--- src/rtl/io_cond_pkg.sv ---
// Shared constants and types for the board I/O conditioning blocks.
// Latency: n/a (declarations only).
// Backpressure: n/a (declarations only).
package io_cond_pkg;

    // 10 ms of hold time at a 100 MHz core clock.
    localparam int DEBOUNCE_10MS_100MHZ = 1000000;

    // Short hold time so simulations finish quickly.
    localparam int DEBOUNCE_SIM = 4;

    // Channel filter mode: idle while the synchronised input agrees with the
    // published level, counting while it disagrees.
    typedef enum logic [0:0] {
        DB_IDLE  = 1'b0,
        DB_COUNT = 1'b1
    } db_state_e;

endpackage

--- src/rtl/debounce_chan.sv ---
// One switch channel: 2-flop synchroniser, stability counter, level, edge pulses, toggle.
// Latency: a change sampled at edge k is published after edge k+1+STABLE_CYCLES; toggle one edge later.
// Backpressure: none; level input, free-running outputs with no flow control.
module debounce_chan
    import io_cond_pkg::*;
#(
    parameter int STABLE_CYCLES = DEBOUNCE_10MS_100MHZ
) (
    input  logic clk,
    input  logic rst_n,
    input  logic raw,
    output logic state,
    output logic rise,
    output logic fall,
    output logic toggle
);

    localparam int CNT_W = $clog2(STABLE_CYCLES);
    localparam logic [CNT_W-1:0] CNT_MAX = CNT_W'(STABLE_CYCLES - 1);

    // A hold time below two cycles cannot be represented by the counter.
    if (STABLE_CYCLES < 2) begin : g_bad_stable_cycles
        $fatal(1, "debounce_chan: STABLE_CYCLES must be >= 2");
    end

    logic             s1;
    logic             s2;
    logic [CNT_W-1:0] cnt;
    logic [CNT_W-1:0] cnt_nxt;
    logic             state_nxt;
    logic             rise_nxt;
    logic             fall_nxt;
    db_state_e        mode;

    // Two-flop synchroniser; only s2 is trusted downstream.
    always_ff @(posedge clk or negedge rst_n) begin
        if (!rst_n) begin
            s1 <= 1'b0;
            s2 <= 1'b0;
        end else begin
            s1 <= raw;
            s2 <= s1;
        end
    end

    // Filter decision: count while s2 disagrees, accept on the final count.
    always_comb begin
        cnt_nxt   = '0;
        state_nxt = state;
        rise_nxt  = 1'b0;
        fall_nxt  = 1'b0;
        mode      = (s2 != state) ? DB_COUNT : DB_IDLE;
        case (mode)
            DB_IDLE: begin
                cnt_nxt = '0;
            end
            DB_COUNT: begin
                if (cnt == CNT_MAX) begin
                    // Counter saturates here and restarts; it never wraps.
                    cnt_nxt   = '0;
                    state_nxt = s2;
                    rise_nxt  = s2;
                    fall_nxt  = ~s2;
                end else begin
                    cnt_nxt = cnt + 1'b1;
                end
            end
            default: begin
                cnt_nxt = '0;
            end
        endcase
    end

    // Counter, published level and edge pulses share one register stage.
    always_ff @(posedge clk or negedge rst_n) begin
        if (!rst_n) begin
            cnt   <= '0;
            state <= 1'b0;
            rise  <= 1'b0;
            fall  <= 1'b0;
        end else begin
            cnt   <= cnt_nxt;
            state <= state_nxt;
            rise  <= rise_nxt;
            fall  <= fall_nxt;
        end
    end

    // Toggle latch flips on the edge after a rise pulse; falls are ignored.
    always_ff @(posedge clk or negedge rst_n) begin
        if (!rst_n) begin
            toggle <= 1'b0;
        end else begin
            toggle <= toggle ^ rise;
        end
    end

endmodule

--- src/rtl/sw_debounce.sv ---
// Debounces N asynchronous switch inputs into clean levels, edge pulses and toggle latches.
// Latency: STABLE_CYCLES+2 edges from first sample of a clean change to sw_state/sw_rise/sw_fall.
// Backpressure: none; sw_any is a combinational OR of the registered pulses.
module sw_debounce
    import io_cond_pkg::*;
#(
    parameter int N             = 2,
    parameter int STABLE_CYCLES = DEBOUNCE_10MS_100MHZ
) (
    input  logic         clk,
    input  logic         rst_n,
    input  logic [N-1:0] sw_raw,
    output logic [N-1:0] sw_state,
    output logic [N-1:0] sw_rise,
    output logic [N-1:0] sw_fall,
    output logic [N-1:0] sw_toggle,
    output logic         sw_any
);

    // One independent filter per switch channel.
    for (genvar i = 0; i < N; i++) begin : g_chan
        debounce_chan #(
            .STABLE_CYCLES (STABLE_CYCLES)
        ) u_chan (
            .clk    (clk),
            .rst_n  (rst_n),
            .raw    (sw_raw[i]),
            .state  (sw_state[i]),
            .rise   (sw_rise[i]),
            .fall   (sw_fall[i]),
            .toggle (sw_toggle[i])
        );
    end

    // Simultaneous changes on several channels collapse into one event pulse.
    assign sw_any = |(sw_rise | sw_fall);

endmodule

--- config.mk ---
export PLATFORM = sky130hd
export DESIGN_NAME = sw_debounce
export DESIGN_NICKNAME = d
export VERILOG_FILES = /design/src/rtl/io_cond_pkg.sv /design/src/rtl/debounce_chan.sv /design/src/rtl/sw_debounce.sv
export SDC_FILE = /design/constraint.sdc
export NUM_CORES = 1
export LEC_CHECK = 0
export BUFFER_PORTS_ARGS = -buffer_cell sky130_fd_sc_hd__buf_2
export CAP_MARGIN = 5
export CORE_ASPECT_RATIO = 1.1
export CORE_MARGIN = 3
export CORE_UTILIZATION = 55
export CTS_BUF_LIST = sky130_fd_sc_hd__clkbuf_8
export DETAILED_ROUTE_END_ITERATION = 7
export GPL_TIMING_DRIVEN = 0
export PLACE_DENSITY_LB_ADDON = 0.15
export SYNTH_ARGS = -nofsm -noshare
export SYNTH_HDL_FRONTEND = slang
export SYNTH_SLANG_ARGS = --single-unit
--- constraint.sdc ---
create_clock -name clk -period 2.7 [get_ports clk]
set_clock_uncertainty 0.2 [all_clocks]
set_input_delay 0.27 -clock clk [delete_from_list [all_inputs] [get_ports clk]]
set_output_delay 0.27 -clock clk [all_outputs]
set_load 0.02 [all_outputs]
==> impl_metrics.prom <==
# TYPE chip_impl_metric gauge
chip_impl_info{name="run_status",value="finished with violations"} 1
chip_impl_info{name="failed_checks",value="hold timing"} 1
chip_impl_metric{name="ios",unit=""} 13
chip_impl_metric{name="fin_crit",unit="ns"} 2.51
chip_impl_metric{name="routed_wl",unit="um"} 4320
chip_impl_metric{name="timing_worst_slew_pin_value",unit="ns"} 1.12
chip_impl_metric{name="power-per-cell-area",unit="mW/mm2"} 473
chip_impl_metric{name="drt-vias-per-instance",unit=""} 5.57
chip_impl_info{name="routed.top_layer",value="met4"} 1
chip_impl_metric{name="std_cell_rows",unit=""} 24
chip_impl_metric{name="timing.reg2reg.worst_path_depth",unit=""} 5
chip_impl_metric{name="final.fill_count",unit=""} 342
chip_impl_metric{name="yosysUniqueCellTypes",unit=""} 37
chip_impl_metric{name="port-buffer-count",unit=""} 12
chip_impl_metric{name="floorplan.die_area",unit="mm2"} 0.00531
chip_impl_metric{name="finish.instance_area",unit="mm2"} 0.00270
chip_impl_metric{name="synthesis.area",unit="mm2"} 0.00246
chip_impl_metric{name="initial_utilization",unit="%"} 59.4
chip_impl_metric{name="hpwlAfterDp",unit="um"} 2920
chip_impl_info{name="most-common-layout-cells",value="sky130_fd_sc_hd__dfrtp_1, sky130_fd_sc_hd__nor2_1, sky130_fd_sc_hd__xnor2_1"} 1
chip_impl_metric{name="post-route-worst-setup-slack",unit="ns"} 0.186
chip_impl_metric{name="antenna_found_initial",unit=""} 0
chip_impl_metric{name="finalMaxSlewViolations",unit=""} 0
chip_impl_metric{name="h-tree-depth",unit=""} 2
chip_impl_metric{name="placed_cells",unit=""} 302
chip_impl_metric{name="finalHoldViolations",unit=""} 22
chip_impl_metric{name="cp_max_fo",unit=""} 10
chip_impl_metric{name="count_of_nets_left_with_antenna_violations_after_detail_routing",unit=""} 0
chip_impl_metric{name="drive_gt1_share",unit="%"} 14.2
chip_impl_info{name="startpoint_type",value="register"} 1
chip_impl_metric{name="timing.critical_path.slowest_cell_delay",unit="ns"} 0.55
chip_impl_metric{name="critPathRequiredTime",unit="ns"} 2.68
chip_impl_info{name="synth_top_cells_by_area",value="sky130_fd_sc_hd__dfrtp_1, sky130_fd_sc_hd__xnor2_1, sky130_fd_sc_hd__nor2_1, sky130_fd_sc_hd__xor2_1, sky130_fd_sc_hd__nand3_1"} 1
chip_impl_metric{name="grt_first_pass_wirelength",unit="um"} 7690
chip_impl_metric{name="synthesis.nets",unit=""} 244
chip_impl_metric{name="worst_skew_pair.late_latency",unit="ns"} 0.30
chip_impl_metric{name="stdcell_count",unit=""} 312
chip_impl_metric{name="synth.top_cell.area_share",unit="%"} 52.9
chip_impl_info{name="clock-root-buffer",value="sky130_fd_sc_hd__clkbuf_8"} 1
chip_impl_info{name="rsz0062_at_grt",value="no"} 1
chip_impl_metric{name="chipHeight",unit="um"} 76.1
chip_impl_info{name="cts_tree",value="yes"} 1
chip_impl_metric{name="dr_wl_met2",unit="um"} 1810
chip_impl_metric{name="synth-seq-cells",unit=""} 52
chip_impl_metric{name="worst_supply_voltage_drop_on_vdd",unit="V"} 0.000297
chip_impl_metric{name="route.detailed.wl_per_inst",unit="um"} 13.8
chip_impl_metric{name="drtPass1Iterations",unit=""} 4
chip_impl_metric{name="std_cell_core_area",unit="mm2"} 0.00414
chip_impl_metric{name="grt_start_max_net_pins",unit=""} 53
chip_impl_metric{name="drtIter0Drc",unit=""} 92
chip_impl_metric{name="holdWs",unit="ns"} -0.0138
chip_impl_info{name="path_cells",value="or4_1 -> or4_4 -> o21ai_2 -> buf_2 -> nor2_1"} 1
chip_impl_metric{name="finalSetupViolations",unit=""} 0
chip_impl_metric{name="max-slew-margin-rel",unit="%"} 25.4
chip_impl_metric{name="fmax",unit="GHz"} 0.398
chip_impl_metric{name="chipWidth",unit="um"} 69.8
chip_impl_metric{name="place_area",unit="mm2"} 0.00258
chip_impl_metric{name="drt-met1-wl",unit="um"} 2290
chip_impl_metric{name="detailroute.via_count",unit=""} 1737
chip_impl_info{name="crit_type",value="reg -> reg"} 1
chip_impl_info{name="layout_commonest_cell",value="sky130_fd_sc_hd__dfrtp_1"} 1
chip_impl_metric{name="seq_area_frac_synth",unit="%"} 52.9
chip_impl_metric{name="post-route-period-util",unit="%"} 93.1
chip_impl_info{name="critPathSlowestCell",value="sky130_fd_sc_hd__or4_1"} 1
chip_impl_metric{name="cts_sinks",unit=""} 52
chip_impl_metric{name="power.total",unit="mW"} 1.28
chip_impl_metric{name="synthCells",unit=""} 238
chip_impl_metric{name="post_detailed_route_drc_marker_count",unit=""} 0
chip_impl_metric{name="post_place_setup_slack",unit="ns"} 0.134
chip_impl_metric{name="utilization_after_layout",unit="%"} 65.2
chip_impl_metric{name="wl_met3",unit="um"} 162
chip_impl_metric{name="global_route.usage.total",unit="%"} 17.6
chip_impl_metric{name="cts.repair_timing.setup_buffer_count",unit=""} 0
chip_impl_metric{name="power.static_leakage",unit="nW"} 1.15
chip_impl_metric{name="clkSlewWorstSetupHoldPaths",unit="ns"} 0.09
chip_impl_metric{name="max-clock-path-buffers",unit=""} 2
chip_impl_info{name="yosys.area.top_type",value="sky130_fd_sc_hd__dfrtp_1"} 1
chip_impl_metric{name="synthToLayoutAreaGrowth",unit="%"} 9.77
chip_impl_info{name="hold_class",value="in -> async"} 1
chip_impl_metric{name="setup.reg_to_reg.worst_slack",unit="ns"} 0.19
chip_impl_metric{name="grt_overflow_total",unit=""} 0
chip_impl_metric{name="tritoncts.num_buffers",unit=""} 5
chip_impl_metric{name="cap_viol_max_count",unit=""} 0
chip_impl_metric{name="finalNetCount",unit=""} 265
chip_impl_info{name="critical_path.endpoint_type",value="register"} 1
chip_impl_metric{name="antenna_cells",unit=""} 0
chip_impl_metric{name="cp.arrival",unit="ns"} 2.50
chip_impl_metric{name="synth-warning-count",unit=""} 0
chip_impl_metric{name="syn_area_per_cell",unit="um2"} 10.3
chip_impl_metric{name="fin_tns_setup",unit="ns"} 0
chip_impl_metric{name="grt_pass1_vias",unit=""} 1615
chip_impl_metric{name="globalplace.congestion",unit=""} 0.782
[worst paths after layout]
path,from,end
setup / recovery,g_chan[1].u_chan.cnt[13],g_chan[1].u_chan.cnt[7]
hold / removal,rst_n,g_chan[1].u_chan.cnt[11]
setup reg to reg,g_chan[1].u_chan.cnt[13],g_chan[1].u_chan.cnt[7]
hold reg to reg,g_chan[0].u_chan.s1,g_chan[0].u_chan.s2
max in group asynchronous,rst_n,g_chan[1].u_chan.cnt[7]
min in group clk,g_chan[0].u_chan.s1,g_chan[0].u_chan.s2
[cell families after synthesis]
| group | share of synthesized area [%] |
|---|---|
| compound gates | 6.00 |
| xor+xnor | 10.3 |
| fa+ha+maj | 1.02 |
| buf+inv | 4.37 |
| flops | 52.9 |
| mux | 1.47 |
| simple gates | 23.9 |
[registers in the layout, summed over array words and instances (netlist names)]
signal / flops
g_chan.u_chan.cnt: 40
g_chan.u_chan.fall: 2
g_chan.u_chan.rise: 2
g_chan.u_chan.s1: 2
g_chan.u_chan.s2: 2
g_chan.u_chan.state: 2
g_chan.u_chan.toggle: 2
[cell usage after synthesis]
master,count
sky130_fd_sc_hd__o21ai_0,4
sky130_fd_sc_hd__xnor2_1,21
sky130_fd_sc_hd__dfrtp_1,52
sky130_fd_sc_hd__nor2_1,34
sky130_fd_sc_hd__nand2_1,10
sky130_fd_sc_hd__or2_4,1
sky130_fd_sc_hd__buf_2,2
sky130_fd_sc_hd__o31ai_1,4
sky130_fd_sc_hd__nor4_1,7
sky130_fd_sc_hd__clkbuf_1,2
sky130_fd_sc_hd__or4_4,1
sky130_fd_sc_hd__or4b_1,1
sky130_fd_sc_hd__or3_1,4
sky130_fd_sc_hd__and3b_1,1
sky130_fd_sc_hd__o2111a_1,1
sky130_fd_sc_hd__o31ai_2,1
sky130_fd_sc_hd__nor3b_1,4
sky130_fd_sc_hd__a211oi_1,1
sky130_fd_sc_hd__xor2_1,8
sky130_fd_sc_hd__mux2_2,1
sky130_fd_sc_hd__mux2i_1,1
sky130_fd_sc_hd__or4_1,8
sky130_fd_sc_hd__mux2_4,1
sky130_fd_sc_hd__nand4_1,7
sky130_fd_sc_hd__inv_1,8
sky130_fd_sc_hd__nor3_1,9
sky130_fd_sc_hd__ha_1,2
sky130_fd_sc_hd__nand3_1,12
sky130_fd_sc_hd__buf_4,8
sky130_fd_sc_hd__nor4b_1,1
sky130_fd_sc_hd__o221ai_1,2
sky130_fd_sc_hd__nand4b_1,2
sky130_fd_sc_hd__o21ai_2,1
sky130_fd_sc_hd__a21oi_1,8
sky130_fd_sc_hd__or2_2,2
sky130_fd_sc_hd__and3_1,5
sky130_fd_sc_hd__and2_1,1
[cell type report]
type                            count  area [um2]  share of cell area (%)
Inverter                            8        30.0                    1.11
Tap cell                           52        65.1                    2.41
Sequential cell                    52        1300                    48.2
Clock inverter                      2        7.51                   0.278
Multi-Input combinational cell    166        1060                    39.1
Timing Repair Buffer               14        80.1                    2.97
Buffer                             12        77.6                    2.87
Clock buffer                        6        82.6                    3.06
[critical path, delay by kind of cell, from the launching register on]
family / cells / cell delay, ns
buffers and inverters: 1 / 0.29
AND/OR/NAND/NOR: 3 / 1.15
AO/OA/AOI/OAI: 1 / 0.32
flip-flops: 1 / 0.44
[power breakdown]
group	internal, mW	switching, mW
Sequential	0.788	0.0112
Combinational	0.0130	0.0301
Clock	0.202	0.234
[repair_timing]
action,CTS,global route
resized for setup,0,1
hold buffers,2,0
endpoints found under the hold margin,2,0
endpoints found under the setup margin,0,10
[layer usage]
metal	global-route usage, %	up-vias
met5	0	-
met4	5.75	0
met3	3.96	4
met2	25.0	30
met1	26.6	827
li1	-	876
No activity file was read; power rests on OpenSTA's default activity.
